$ cat src/rtl/sevenseg_reader.sv
// Decodes a debounced 7-segment bus back to a hex digit, flagging blank and illegal patterns.
// Commit lands STABLE_CYCLES enabled edges after a new pattern is sampled; no backpressure, en only freezes.
module sevenseg_reader #(
  parameter int STABLE_CYCLES = 4,
  parameter bit ACTIVE_LOW    = 1'b1,
  parameter int ERR_W         = 16
) (
  input  logic             clk,
  input  logic             reset,
  input  logic             en,
  input  logic [6:0]       segments,
  input  logic             err_clr,
  output logic [3:0]       digit,
  output logic             blank,
  output logic             locked,
  output logic             valid,
  output logic             err,
  output logic [ERR_W-1:0] err_count
);

  localparam int CNT_W = (STABLE_CYCLES > 1) ? $clog2(STABLE_CYCLES) : 1;
  localparam logic [CNT_W-1:0] CNT_MAX = CNT_W'(STABLE_CYCLES - 1);

  typedef enum logic {TRACK, HOLD} state_t;

  state_t           state_q, state_d;
  logic [6:0]       p;
  logic [6:0]       cand_q, cand_d;
  logic [6:0]       comm_q, comm_d;
  logic [CNT_W-1:0] cnt_q, cnt_d;
  logic             have_comm_q, have_comm_d;
  logic [3:0]       digit_q, digit_d;
  logic             blank_q, blank_d;
  logic             valid_q, valid_d;
  logic             err_q, err_d;
  logic [ERR_W-1:0] err_count_q, err_count_d;
  logic             commit;
  logic             dec_legal;
  logic             dec_blank;
  logic [3:0]       dec_val;

  assign p = ACTIVE_LOW ? ~segments : segments;

  always_ff @(posedge clk) begin
    if (reset) state_q <= TRACK;
    else       state_q <= state_d;
  end

  // Any change of the sampled pattern restarts the stability count, from either state.
  always_comb begin
    state_d = state_q;
    cand_d  = cand_q;
    cnt_d   = cnt_q;
    commit  = 1'b0;
    if (en) begin
      if (p != cand_q) begin
        cand_d  = p;
        cnt_d   = '0;
        state_d = TRACK;
      end else if (state_q == TRACK) begin
        if (cnt_q < CNT_MAX) begin
          cnt_d = cnt_q + CNT_W'(1);
        end else if (!have_comm_q || cand_q != comm_q) begin
          commit  = 1'b1;
          state_d = HOLD;
        end
      end
    end
  end

  always_comb begin
    dec_legal = 1'b1;
    dec_blank = 1'b0;
    dec_val   = 4'h0;
    case (cand_q)
      7'h3F: dec_val = 4'h0;
      7'h06: dec_val = 4'h1;
      7'h5B: dec_val = 4'h2;
      7'h4F: dec_val = 4'h3;
      7'h66: dec_val = 4'h4;
      7'h6D: dec_val = 4'h5;
      7'h7D: dec_val = 4'h6;
      7'h07: dec_val = 4'h7;
      7'h7F: dec_val = 4'h8;
      7'h6F: dec_val = 4'h9;
      7'h77: dec_val = 4'hA;
      7'h7C: dec_val = 4'hB;
      7'h39: dec_val = 4'hC;
      7'h5E: dec_val = 4'hD;
      7'h79: dec_val = 4'hE;
      7'h71: dec_val = 4'hF;
      7'h00: dec_blank = 1'b1;
      default: dec_legal = 1'b0;
    endcase
  end

  always_comb begin
    comm_d      = comm_q;
    have_comm_d = have_comm_q;
    digit_d     = digit_q;
    blank_d     = blank_q;
    valid_d     = 1'b0;
    err_d       = 1'b0;
    err_count_d = err_count_q;
    if (commit) begin
      comm_d      = cand_q;
      have_comm_d = 1'b1;
      if (dec_blank) begin
        blank_d = 1'b1;
        valid_d = 1'b1;
      end else if (dec_legal) begin
        digit_d = dec_val;
        blank_d = 1'b0;
        valid_d = 1'b1;
      end else begin
        err_d = 1'b1;
        if (err_count_q != '1) err_count_d = err_count_q + ERR_W'(1);
      end
    end
    // Clear takes priority over a coincident increment; the err pulse still goes out.
    if (err_clr) err_count_d = '0;
  end

  always_ff @(posedge clk) begin
    if (reset) begin
      cand_q      <= '0;
      cnt_q       <= '0;
      comm_q      <= '0;
      have_comm_q <= 1'b0;
      digit_q     <= 4'h0;
      blank_q     <= 1'b1;
      valid_q     <= 1'b0;
      err_q       <= 1'b0;
      err_count_q <= '0;
    end else begin
      cand_q      <= cand_d;
      cnt_q       <= cnt_d;
      comm_q      <= comm_d;
      have_comm_q <= have_comm_d;
      digit_q     <= digit_d;
      blank_q     <= blank_d;
      valid_q     <= valid_d;
      err_q       <= err_d;
      err_count_q <= err_count_d;
    end
  end

  assign digit     = digit_q;
  assign blank     = blank_q;
  assign locked    = have_comm_q;
  assign valid     = valid_q;
  assign err       = err_q;
  assign err_count = err_count_q;

endmodule

$ cat config.mk
export PLATFORM = sky130hd
export DESIGN_NAME = sevenseg_reader
export DESIGN_NICKNAME = d
export VERILOG_FILES = /design/src/rtl/sevenseg_reader.sv
export SDC_FILE = /design/constraint.sdc
export NUM_CORES = 1
export LEC_CHECK = 0
export BUFFER_PORTS_ARGS = -buffer_cell sky130_fd_sc_hd__buf_2
export CAP_MARGIN = 20
export CORE_MARGIN = 10
export CORE_UTILIZATION = 55
export CTS_BUF_LIST = sky130_fd_sc_hd__clkbuf_8
export CTS_CLUSTER_SIZE = 8
export DETAILED_ROUTE_END_ITERATION = 12
export GPL_ROUTABILITY_DRIVEN = 0
export PLACE_DENSITY = 0.77
export SYNTH_ARGS = -nofsm -noshare
export SYNTH_HDL_FRONTEND = slang
export SYNTH_SLANG_ARGS = --single-unit
export TNS_END_PERCENT = 1
$ cat constraint.sdc
create_clock -name clk -period 6.9 [get_ports clk]
set_clock_uncertainty 0.15 [all_clocks]
set_input_delay 2.07 -clock clk [delete_from_list [all_inputs] [get_ports clk]]
set_output_delay 2.07 -clock clk [all_outputs]
set_load 0.02 [all_outputs]
# Word-level counts from Yosys, hierarchy flattened
# Index checks and enable logic that the tools add are counted.
[totals]
regBits = 41
input_bits = 11
out_inout_bits = 24
[classes]
add_sub_neg = 2
n_lt_le_gt_ge = 1
eq_ne = 20
n_mux = 18
n_bitwise = 4
reduce_logical = 14
[op_table]
columns = ["operator", "count"]
rows = [
  ["== test 7 bit (second input constant)", 12],
  ["case mux 4 bit (15 select lines)", 1],
  ["OR reduction 17 bit", 1],
  ["adder 16 x 1 -> 16 bit (second input constant)", 1],
  ["inequality test 16 bit (second input constant)", 1],
  ["== test 7 x 3 -> 1 bit (second input constant)", 2],
  ["== test 7 x 6 -> 1 bit (second input constant)", 2],
  ["two-way mux 1 bit", 14],
  ["inequality test 7 bit", 2],
  ["zero test 7 bit", 1],
  ["NOT 7 bit", 1],
  ["two-way mux 2 bit", 3],
  ["AND reduction 3 bit", 2],
  ["AND reduction 2 bit", 2],
  ["AND reduction 4 bit", 1],
  ["nonzero test 2 bit", 2],
  ["OR reduction 2 bit", 2],
  ["NOT 1 bit", 3],
  ["OR reduction 3 bit", 1],
  ["adder 2 x 1 -> 2 bit (second input constant)", 1],
  ["< comparator 2 bit (second input constant)", 1],
  ["inequality test 2 x 1 -> 1 bit (second input constant)", 1],
  ["zero test 1 bit", 1],
  ["logical OR 1 bit", 1],
]

# Logic depth before layout (Yosys ltp)
[logic_depth]
word_depth = 9
mapped_depth = 9

# Worst setup path after synthesis
# No wires, ideal clock.
[synth_timing]
kind = "input port to flip-flop"
from = "input port en"
to = "register err_count_q[3], in the netlist err_count[3]"
arrival_time_ps = 3768
required_ps = 6680
path_slack_ps = 2912
path_stages = 7
path_cell_list = "clkbuf_1 -> nand3b_1 -> nor4b_2 -> o211ai_2 -> or4b_1 -> or3_1 -> a21oi_1"
[synth_via]
elab_chain_cells = 2
[synth_rtl]
columns = ["item", "line", "source"]
rows = [
  ["from (decl)", "10", "input logic en,"],
  ["two-way mux 1 bit", "55", "if (en) begin"],
  ["AND reduction 4 bit (no line)", "-", ""],
  ["to (signal assigned)", "144", "err_count_q <= err_count_d;"],
  ["to (decl)", "36", "logic [ERR_W-1:0] err_count_q, err_count_d;"],
]
# No other way between the ends.
# A chain may end at the register's enable or synchronous reset.

# Final worst setup path
[layout_timing]
from = "input port segments[4]"
to = "register blank_q, in the netlist blank"
[layout_via]
elab_chain_cells = 5
[layout_rtl]
columns = ["item", "line", "source"]
rows = [
  ["from (decl)", "11", "input logic [6:0] segments,"],
  ["NOT 7 bit", "42", "assign p = ACTIVE_LOW ? ~segments : segments;"],
  ["inequality test 7 bit", "56", "if (p != cand_q) begin"],
  ["two-way mux 1 bit", "56", ""],
  ["two-way mux 1 bit", "55", ""],
  ["AND reduction 2 bit (no line)", "-", ""],
  ["to (signal assigned)", "141", "blank_q <= blank_d;"],
  ["to (decl)", "33", "logic blank_q, blank_d;"],
]
# No other way between the ends.

==> implementation parameters <==
Parameter                              Value

Synthesis
  Post-synth top flop ... sky130_fd_sc_hd__dfxtp_1
  Post-synthesis xor/xnor area fraction ... 0.0597
  Synthesized-area fraction occupied by ao, oa, aoi and oai cells ... 0.173
  Post-Synthesis Net Count ... 310
  Cells after synthesis ... 297
  Mux cell area share after synthesis ... 0.0261
  Largest family of logic cells by synthesized area ... simple AND/OR/NAND/NOR gates
  Post-synthesis share of cell area spent on full adders, half adders and majority gates ... 0.0107
  Portion of the post-synthesis area used by sequential elements ... 0.350
  Yosys warning total ... 0
  FFs w/ async S/R, synth ... 0
  Synthesized-area fraction occupied by and/or/nand/nor cells ... 0.318
  Number of enable-type register cells in the synthesized netlist ... 0
  Seq cells post-synth ... 41
  Post-synthesis instance area ... 0.00235 mm²
  Post-Syn Area per Cell ... 7.90 µm²
  Post-synth cell types ... 46

Pwr
  Power density over the cells ... 183 mW/mm²
  Sequential cell fraction of total power ... 0.535
  Net switching fraction of the power ... 0.261
  Leak pwr ... 0.876 nW
  Peak ir drop on the vdd network ... 0.000141 V
  Comb power frac ... 0.095
  Switching pwr ... 123 µW
  Clock power share ... 0.370
  Internal cell power ... 348 µW

Placement
  Placement Cell Area ... 0.00247 mm²
  Total half-perimeter wirelength after legalization and detailed placement ... 3640 µm
  Count of buffers from port buffering ... 34

Die
  Die Span X ... 85.3 µm
  Row count ... 23
  Core Area ... 0.00406 mm²
  I/O pins ... 35
  Vertical die dimension ... 85.3 µm
  Initial core utilization ... 0.578
  Die ar. ... 0.00728 mm²

Cells and area
  Most common library cell in the layout ignoring fill and taps ... sky130_fd_sc_hd__dfxtp_1
  Area of all sequential standard cells ... 821 µm²
  Antenna Cells ... 0
  Proportion of layout cells with a drive suffix above 1 ... 0.162
  Growth of design area from synthesis to finish ... 9.44%
  Number of nets in the final layout ... 327
  Most frequent cells in the layout ... sky130_fd_sc_hd__dfxtp_1, sky130_fd_sc_hd__nand2_1, sky130_fd_sc_hd__buf_2
  Multi-input gate area in the final layout ... 0.00138 mm²
  # fillers ... 372
  Design Area, Final ... 0.00257 mm²

Critical path
  Arrival time at the worst endpoint ... 4.16 ns
  Critical Path End Type ... flop
  Crit path kind ... input port to flop
  Startpoint Class ... input port
  Required time reported for the critical path endpoint ... 6.93 ns
  Number of cells traversed by the worst register-to-register path ... 6
  Critical R2R Launch ... cand_q[3]$_SDFFE_PP0P_
  Register-to-register path setup slack ... 3.54 ns
  Endpoint of the most critical register-to-register path ... err_count[1]$_SDFFE_PP0P_
  Largest driver fanout on the critical path ... 16

Route
  Total via count in the routed design ... 2170
  Detail-routed net length per standard cell ... 14.5 µm
  Overall routed net length ... 5310 µm
  Number of DRC violations after detailed routing ... 0
  Via density ... 5.95
  First-pass iteration count of the detailed router ... 4
  First DRT Iteration DRCs ... 116
  Remaining antenna violation count after routing ... 0

CTS
  Number of H-tree branching levels ... 2
  Total clock sinks ... 41
  Skew-Pair Late Insertion Delay ... 0.29 ns
  Setup repair bufs after CTS ... 0
  Number of buffers inserted during clock tree synthesis ... 5
  Maximum count of clock buffers along a single path ... 2
  Resized cells post-CTS ... 0
  CTS tree ... built
  Clock-pin slew of the registers on the worst-case setup and hold paths ... 0.08 ns
  Clock root cell ... sky130_fd_sc_hd__clkbuf_8
  CTS Hold Buffers Added ... 0

GRT
  Overflow left after global routing ... 0
  Antenna violations before repair ... 0
  Number of global-route vias before repair ... 1913
  Largest net degree at the start of global routing ... 33
  First-pass GRT wire length ... 8810 µm
  Total global routing track utilization ... 0.139

Worst hold path
  Worst Min Path Start ... comm_q[4]$_SDFFE_PP0N_
  WHS Path Cells ... 2
  Hold WC Path Type ... flop to flop
  Hold path endpoint ... comm_q[4]$_SDFFE_PP0N_

Timing
  Pin slew with the least headroom to its limit ... 0.948 ns
  Worst slew slack as a fraction of its limit ... 0.364
  Post-route clock period utilization ... 0.598
  Total count of hold-check failures in the final report ... 0
  Peak clock frequency supported by timing ... 242 MHz
  Setup tns final ... 0 ns
  Pins Over Slew Limit ... 0
  Post-layout min period ... 4.13 ns
  Count of final setup violators ... 0
  RSZ-0062 raised after global routing ... no

Outcome
  Status ... complete, no violations

Flow run
  Max-cap viol count ... 0
## metrics by stage
stage               utilization  instances  hold WS, ns  worst slack [ns]  total power, mW
global route              0.633        365        0.336              2.55            0.490
global placement          0.608        357        0.302              2.57            0.301
CTS                       0.633        365        0.320              2.77            0.472
detailed placement        0.608        357        0.295              2.48            0.301
floorplan                     -        297        0.295              2.91            0.294
finish                    0.633        365        0.322              2.77            0.470
## per-layer routing
metal	global-route usage	wire (µm)	up-vias
met5	0	0	-
li1	-	-	1123
met4	0.0359	46	0
met1	0.170	2490	991
met3	0.0411	334	6
met2	0.232	2440	50
## power by group through the flow
stage                     Combinational, mW  Sequential, mW  Clock [mW]
after floorplan                      0.0486           0.246           0
after global placement               0.0441           0.257           0
after detailed placement             0.0444           0.257           0
after CTS                            0.0447           0.251       0.176
after global routing                 0.0501           0.253       0.187
final                                0.0447           0.252       0.174
## critical path: stages
cell                      delay [ns]
sky130_fd_sc_hd__buf_2          0.11
sky130_fd_sc_hd__xnor2_1        0.15
sky130_fd_sc_hd__nor4_4         0.35
sky130_fd_sc_hd__nand3_1        0.23
sky130_fd_sc_hd__nor3_2         0.77
sky130_fd_sc_hd__nand2_1        0.16
sky130_fd_sc_hd__a211o_1        0.33
## synth_stat cells, drive strengths merged, types with 4 or more instances
cell type  count  area [µm²]
clkbuf        11        41.3
or3           16         100
and3           4        25.0
inv            7        26.3
nand2         36         135
mux2i          5        50.1
nor2          23        86.3
dfxtp         41         821
xnor2         14         123
a311oi         4        35.0
nand3          8        40.0
nor4           8        65.1
nand4          8        50.1
nor3          14        75.1
nand3b         6        45.0
a211oi        10        75.1
o21ai          9        45.0
buf           14        78.8
a31oi          6        37.5
a21oi         18        90.1
## area by class of cell
cell class | instances | share of cell area
inverters | 7 | 0.0102
clock buffers | 7 | 0.0375
well taps | 50 | 0.0244
multi-input cells | 224 | 0.537
flip-flops and latches | 41 | 0.320
repair buffers | 35 | 0.0692
clock inverters | 1 | 0.00195
## worst max path at each step
stage	start	end	slack (ns)	depth (start not counted)
finish	segments[4]	blank$_SDFFE_PP1P_	2.77	7
global route	segments[4]	digit[2]$_SDFFE_PP0P_	2.55	7
CTS	segments[4]	digit[2]$_SDFFE_PP0P_	2.77	7
detailed placement	segments[4]	digit[2]$_SDFFE_PP0P_	2.48	7
global placement	segments[4]	blank$_SDFFE_PP1P_	2.57	7
floorplan	en	err_count[3]$_SDFFE_PP0P_	2.91	7
## sequential cells by signal (all words and copies together), names as in the netlist
| name | flops |
|---|---|
| locked | 1 |
| blank | 1 |
| err | 1 |
| cand_q | 7 |
| state_q | 1 |
| valid | 1 |
| err_count | 16 |
| cnt_q | 2 |
| comm_q | 7 |
| digit | 4 |
## logic make-up after synthesis
kind of cell    count (synthesis)
simple gates                  139
compound gates                 61
mux                             6
buf+inv                        32
fa+ha+maj                       2
flops                          41
xor+xnor                       16
Note: power is estimated with default switching activity, not from simulation.
